`config.mk`:
```
export PLATFORM = sky130hd
export DESIGN_NAME = audio_mix_sched
export DESIGN_NICKNAME = d
export VERILOG_FILES = /design/src/rtl/audio_pkg.sv /design/src/rtl/audio_edge_sync.sv /design/src/rtl/audio_mix_sched.sv
export SDC_FILE = /design/constraint.sdc
export NUM_CORES = 1
export LEC_CHECK = 0
export CORE_MARGIN = 4
export CORE_UTILIZATION = 47
export DETAILED_ROUTE_END_ITERATION = 16
export PLACE_DENSITY = 0.81
export SLEW_MARGIN = 20
export SYNTH_ARGS = -nofsm -noshare
export SYNTH_HDL_FRONTEND = slang
export SYNTH_SLANG_ARGS = --single-unit
```
`constraint.sdc`:
```
create_clock -name clk_i -period 3.75 [get_ports clk_i]
set_input_delay 0.5625 -clock clk_i [delete_from_list [all_inputs] [get_ports clk_i]]
set_output_delay 0.5625 -clock clk_i [all_outputs]
set_load 0.05 [all_outputs]
```
`src/rtl/audio_pkg.sv`:
```
// Shared audio definitions: sample width, default source count, scheduler
// states and saturation limits.
package audio_pkg;

    localparam int SW       = 16;
    localparam int NSRC_DEF = 4;

    typedef enum logic [1:0] {
        IDLE    = 2'd0,
        GATHER  = 2'd1,
        CLAMP   = 2'd2,
        PUBLISH = 2'd3
    } state_t;

    localparam logic [SW-1:0] SAT_MAX = 16'h7FFF;
    localparam logic [SW-1:0] SAT_MIN = 16'h8000;

endpackage

```
`src/rtl/audio_edge_sync.sv`:
```
// Two-flop synchronizer for an I2S-clock-derived signal with a one-cycle
// rising-edge strobe in the clk_i domain.
module audio_edge_sync (
    input  logic clk_i,
    input  logic rst_n_i,
    input  logic async_i,
    output logic rise_o
);

    // sh[1:0] is the synchronizer, sh[2] the previous synchronized value.
    logic [2:0] sh;

    always_ff @(posedge clk_i or negedge rst_n_i) begin
        if (!rst_n_i) begin
            sh <= '0;
        end else begin
            sh <= {sh[1:0], async_i};
        end
    end

    assign rise_o = sh[1] & ~sh[2];

endmodule

```
`src/rtl/audio_mix_sched.sv`:
```
// Per-frame source poller and mixer feeding the I2S transmitter.
// Define AUDIO_MIX_SATURATE_EN to saturate the mix instead of wrapping it.
module audio_mix_sched
    import audio_pkg::*;
#(
    parameter int NSRC = NSRC_DEF
) (
    input  logic              clk_i,
    input  logic              rst_n_i,
    input  logic              lrclk_i,
    input  logic [NSRC-1:0]   src_valid_i,
    output logic [NSRC-1:0]   src_ready_o,
    input  logic [NSRC*SW-1:0] src_left_i,
    input  logic [NSRC*SW-1:0] src_right_i,
    input  logic [NSRC-1:0]   en_i,
    input  logic [NSRC*4-1:0] gain_i,
    input  logic              mute_i,
    input  logic              clr_i,
    output logic [SW-1:0]     left_o,
    output logic [SW-1:0]     right_o,
    output logic              sample_stb_o,
    output logic [NSRC-1:0]   underrun_o,
    output logic              overrun_o,
    output logic [1:0]        state_o
);

    localparam int AW = SW + $clog2(NSRC);
    localparam int IW = $clog2(NSRC);

    // Handshake: a source holds valid and data until it sees ready; ready is
    // a single-cycle strobe during the GATHER slot of that source, and the
    // sample is consumed at the end of that cycle.

    state_t               state;
    logic [IW-1:0]        idx;
    logic [NSRC-1:0]      en_q;
    logic [NSRC*4-1:0]    gain_q;
    logic                 mute_q;
    logic signed [AW-1:0] acc_l, acc_r;
    logic [SW-1:0]        pub_l, pub_r;

    logic                 frame_start;
    logic [SW-1:0]        cur_l, cur_r;
    logic [3:0]           cur_g;
    logic signed [SW-1:0] sh_l, sh_r;
    logic [AW-1:0]        ext_l, ext_r;
    logic [NSRC-1:0]      sel_oh;
    logic                 take;
    logic [NSRC-1:0]      under_set;
    logic                 over_set;
    logic [SW-1:0]        red_l, red_r;

    audio_edge_sync u_lrclk_sync (
        .clk_i   (clk_i),
        .rst_n_i (rst_n_i),
        .async_i (lrclk_i),
        .rise_o  (frame_start)
    );

    always_comb begin
        cur_l     = src_left_i[idx*SW +: SW];
        cur_r     = src_right_i[idx*SW +: SW];
        cur_g     = gain_q[idx*4 +: 4];
        sh_l      = $signed(cur_l) >>> cur_g;
        sh_r      = $signed(cur_r) >>> cur_g;
        ext_l     = {{(AW-SW){sh_l[SW-1]}}, sh_l};
        ext_r     = {{(AW-SW){sh_r[SW-1]}}, sh_r};
        sel_oh    = NSRC'(1) << idx;
        take      = (state == GATHER) && en_q[idx] && src_valid_i[idx];
        under_set = ((state == GATHER) && en_q[idx] && !src_valid_i[idx]) ? sel_oh : '0;
        over_set  = frame_start && (state != IDLE);
    end

    assign src_ready_o = take ? sel_oh : '0;
    assign state_o     = state;

    // Accumulators carry log2(NSRC) guard bits, so only this reduction can lose range.
    always_comb begin
        red_l = acc_l[SW-1:0];
        red_r = acc_r[SW-1:0];
`ifdef AUDIO_MIX_SATURATE_EN
        if (acc_l[AW-1:SW-1] != {(AW-SW+1){acc_l[AW-1]}}) begin
            red_l = acc_l[AW-1] ? SAT_MIN : SAT_MAX;
        end
        if (acc_r[AW-1:SW-1] != {(AW-SW+1){acc_r[AW-1]}}) begin
            red_r = acc_r[AW-1] ? SAT_MIN : SAT_MAX;
        end
`endif
    end

    always_ff @(posedge clk_i or negedge rst_n_i) begin
        if (!rst_n_i) begin
            state        <= IDLE;
            idx          <= '0;
            en_q         <= '0;
            gain_q       <= '0;
            mute_q       <= 1'b0;
            acc_l        <= '0;
            acc_r        <= '0;
            pub_l        <= '0;
            pub_r        <= '0;
            left_o       <= '0;
            right_o      <= '0;
            sample_stb_o <= 1'b0;
            underrun_o   <= '0;
            overrun_o    <= 1'b0;
        end else begin
            sample_stb_o <= 1'b0;
            // Set has priority over a coincident clear.
            underrun_o   <= (underrun_o & ~{NSRC{clr_i}}) | under_set;
            overrun_o    <= (overrun_o & ~clr_i) | over_set;
            case (state)
                IDLE: begin
                    if (frame_start) begin
                        en_q   <= en_i;
                        gain_q <= gain_i;
                        mute_q <= mute_i;
                        acc_l  <= '0;
                        acc_r  <= '0;
                        idx    <= '0;
                        state  <= GATHER;
                    end
                end
                GATHER: begin
                    if (take) begin
                        acc_l <= acc_l + ext_l;
                        acc_r <= acc_r + ext_r;
                    end
                    if (idx == IW'(NSRC-1)) begin
                        state <= CLAMP;
                    end else begin
                        idx <= idx + IW'(1);
                    end
                end
                CLAMP: begin
                    pub_l <= mute_q ? '0 : red_l;
                    pub_r <= mute_q ? '0 : red_r;
                    state <= PUBLISH;
                end
                PUBLISH: begin
                    left_o       <= pub_l;
                    right_o      <= pub_r;
                    sample_stb_o <= 1'b1;
                    state        <= IDLE;
                end
                default: state <= IDLE;
            endcase
        end
    end

endmodule

```
==> flow_summary.ini <==
[placement]
placed_cell_area_um2 = 11900
dp_cells = 1361
port_buffers = 200
hpwl_um = 20600
place.gp.congestion = 0.943

[timing]
period_minus_slack_ps = 4020
rsz0062_at_grt = yes
finalClockSkew_ps = 9.05
period_share = 1.07
hold_viol_final = 0
setup_slack_ps = -274
slew_viol_final = 0
slew_headroom = 0.402
tightest_slew_ps = 897
setup_viol = 17
timing.fmax_mhz = 249

[finish]
area_growth_pct = 51.7
drive_gt1_frac = 0.338
stdcell_area_um2 = 13300
nNetsFinal = 1388
num_antenna_cells = 0
finalNonFillerCells = 1432

[cts]
cts_sinks = 130
clk_path_buf_depth = 2
path_clk_slew_ps = 60
root_buffer = clkbuf_16
cts_tree = done
clock_latency_ps = 420
numCtsBuffers = 17
cts_max_level = 4

[status]
violations = setup timing
status = finished with violations

[floorplanning]
die_h_um = 145
rows = 49
start_util = 0.484
io-pin-count = 201
fp.dieW_um = 145
die_area_um2 = 20900
design.core.area_um2 = 18100

[power]
p_per_area_nw_per_um2 = 1200
leakagePower_uw = 0.00574
pwr-share-seq = 0.145
p_sw_uw = 7090
netSwitchingFraction = 0.444
ir_drop_uv = 624
p_clk_frac = 0.103
power_frac_comb = 0.752
p_int_uw = 8880

[yosys]
synth_top_area_share = 0.371
synth_area_um2 = 8780
synth_area_leader_cell = dfrtp_1
yosys-top-cells-area = dfrtp_1, mux4_2, mux2_2
synth_edf_count = 0
ys_warn_count = 0
async_flop_share = 1.00
synth_flop_cell = dfrtp_1
synth_nets = 1044
ys_types = 60
ys_seq_elements = 130
netlist_instances = 846
syn_avg_cell_area_um2 = 10.4
ys_seq_area_frac = 0.371

[run]
maxCapViolations = 0

[detailed_routing]
wl_per_cell_um = 20.4
dr.pass1.iters = 5
drc = 0
routed_wl_um = 29200
final_antenna_net_count = 0
vias = 8358
vias_per_cell = 5.84
drtIter0Drc = 533

[global_route]
antenna_found_initial = 0
grt_max_degree = 68
grt_pass1_vias = 8461
grt_overflow = 0
grt_pass1_wl_um = 44000
grt_use_total = 0.271

[setup_path]
worstSetupPathType = flip-flop to flip-flop
end_kind = flip-flop
required_ps = 4070
start_kind = flip-flop
worstPathMaxFanout = 7
arrival_ps = 4340

[hold_path]
hp-class = input pin to async pin
[critical path, cell delays in order, from the launching register on]
cell	delay [ps]
dfrtp_2	400
mux4_2	620
buf_12	190
buf_4	170
mux2_2	300
nor2_1	170
a21oi_1	90
nand2_1	110
o221ai_2	90
ha_2	210
fa_2	350
a21o_1	210
a2111oi_4	320
o211ai_1	190
buf_4	190
and3_4	140
o41ai_2	180
[cells in the mapped netlist, drive strengths merged (5+ instances only)]
library cell,count
nand3,6
mux2,70
xnor2,14
or3,5
o21ai,76
dfrtp,130
nand2,91
clkbuf,22
a22o,6
a21oi,55
o221ai,12
a211oi,7
nand3b,33
nor2,29
inv,46
o211ai,10
ha,39
buf,30
xor2,9
nand4b,5
a21o,9
nor2b,5
mux4,36
a31oi,5
mux2i,33
o31ai,18
and2,8
[kinds of logic (layout without fill, tap and decap cells)]
group,Yosys count,after routing,synth area share
AOI/OAI and AO/OA,220,220,0.160
xor gates and xnor gates,23,23,0.0229
adders and majority gates,41,41,0.0601
buffers and inverters,98,455,0.0523
DFF,130,130,0.371
muxes,139,139,0.223
and+or+nand+nor,195,195,0.110
[layout by cell type (no fill, tap or decap), types with 5 or more instances in the layout]
cell             instances
nand4b_1                 5
clkdlybuf4s50_1        199
nand2_1                 89
nor2_1                  25
a21oi_2                 19
mux4_2                  36
o21ai_1                  9
o31ai_1                 18
a21oi_1                 35
nand3_1                  6
mux2i_1                 17
buf_12                   5
xnor2_1                 14
nand3b_1                33
mux2i_4                  7
o221ai_2                 6
clkbuf_16               17
mux2i_2                  9
a21o_1                   9
mux2_2                  63
mux2_4                   7
o211ai_1                 8
o21ai_2                  5
buf_6                   15
inv_1                   45
buf_4                  154
o221ai_1                 5
o21ai_0                 62
ha_1                    32
dfrtp_1                128
xor2_1                   9
and2_1                   5
a22o_1                   6
[timing repair]
| item | in CTS | in global routing |
|---|---|---|
| buffers inserted | 26 | 11 |
| gates resized for setup | 64 | 50 |
| pin swaps | 34 | 52 |
| cloned | 3 | 0 |
| hold buffers | 0 | 0 |
| endpoints found under the setup margin | 19 | 22 |
[registers in the layout, summed over array words and instances (netlist names), 4 cells and up]
| register | flops |
|---|---|
| gain_q | 16 |
| pub_r | 16 |
| en_q | 4 |
| acc_r | 16 |
| right_o | 16 |
| pub_l | 16 |
| underrun_o | 4 |
| left_o | 16 |
| acc_l | 16 |
[power groups by stage]
stage | Sequential, uW | Clock [uW] | Combinational (uW)
3_5_place_dp | 2300 | 0 | 9690
3_3_place_gp | 2270 | 0 | 9510
5_1_grt | 2370 | 1730 | 12800
2_1_floorplan | 2600 | 0 | 5720
4_1_cts | 2290 | 1670 | 10900
6_report | 2310 | 1650 | 12000
[path summary, 6_finish.rpt]
path / from / endpoint / slack [ps] / depth (start not counted)
max in group asynchronous: rst_n_i / idx[1] / 2600 / 2
hold / removal: rst_n_i / left_o[11] / 260 / 1
setup / recovery: idx[0] / acc_r[10] / -270 / 16
hold reg to reg: u_lrclk_sync.sh[0] / u_lrclk_sync.sh[1] / 360 / 0
min in group clk_i: u_lrclk_sync.sh[0] / u_lrclk_sync.sh[1] / 360 / 0
setup reg to reg: idx[0] / acc_r[10] / -270 / 16
[layer usage]
metal	GRT usage	vias to the layer above	part of all wire	wire, um
met2	0.465	419	0.50	14500
met1	0.326	4012	0.38	11200
met3	0.0532	117	0.063	1840
met4	0.137	0	0.055	1620
li1	-	3810	-	-
met5	0	-	0	0
[through the flow]
step / total power (uW) / TNS, ps / setup WS, ps / util / hold slack, ps
after global routing: 16900 / -4880 / -406 / 0.734 / 333
after CTS: 14900 / -951 / -159 / 0.718 / 280
after detailed placement: 12000 / -7390 / -667 / 0.654 / 338
final: 16000 / -2060 / -274 / 0.734 / 263
after global placement: 11800 / -6310 / -623 / 0.654 / 342
after floorplan: 8320 / -94.2 / -94.2 / - / 267
[cell type report]
type	count	area, um2
Multi-Input combinational cell	618	5500
Fill cell	1134	4830
Timing Repair Buffer	377	3500
Sequential cell	130	3260
Clock buffer	20	467
Tap cell	229	287
Inverter	46	175
Clock inverter	12	131
Power figures use the tool's default switching activity.
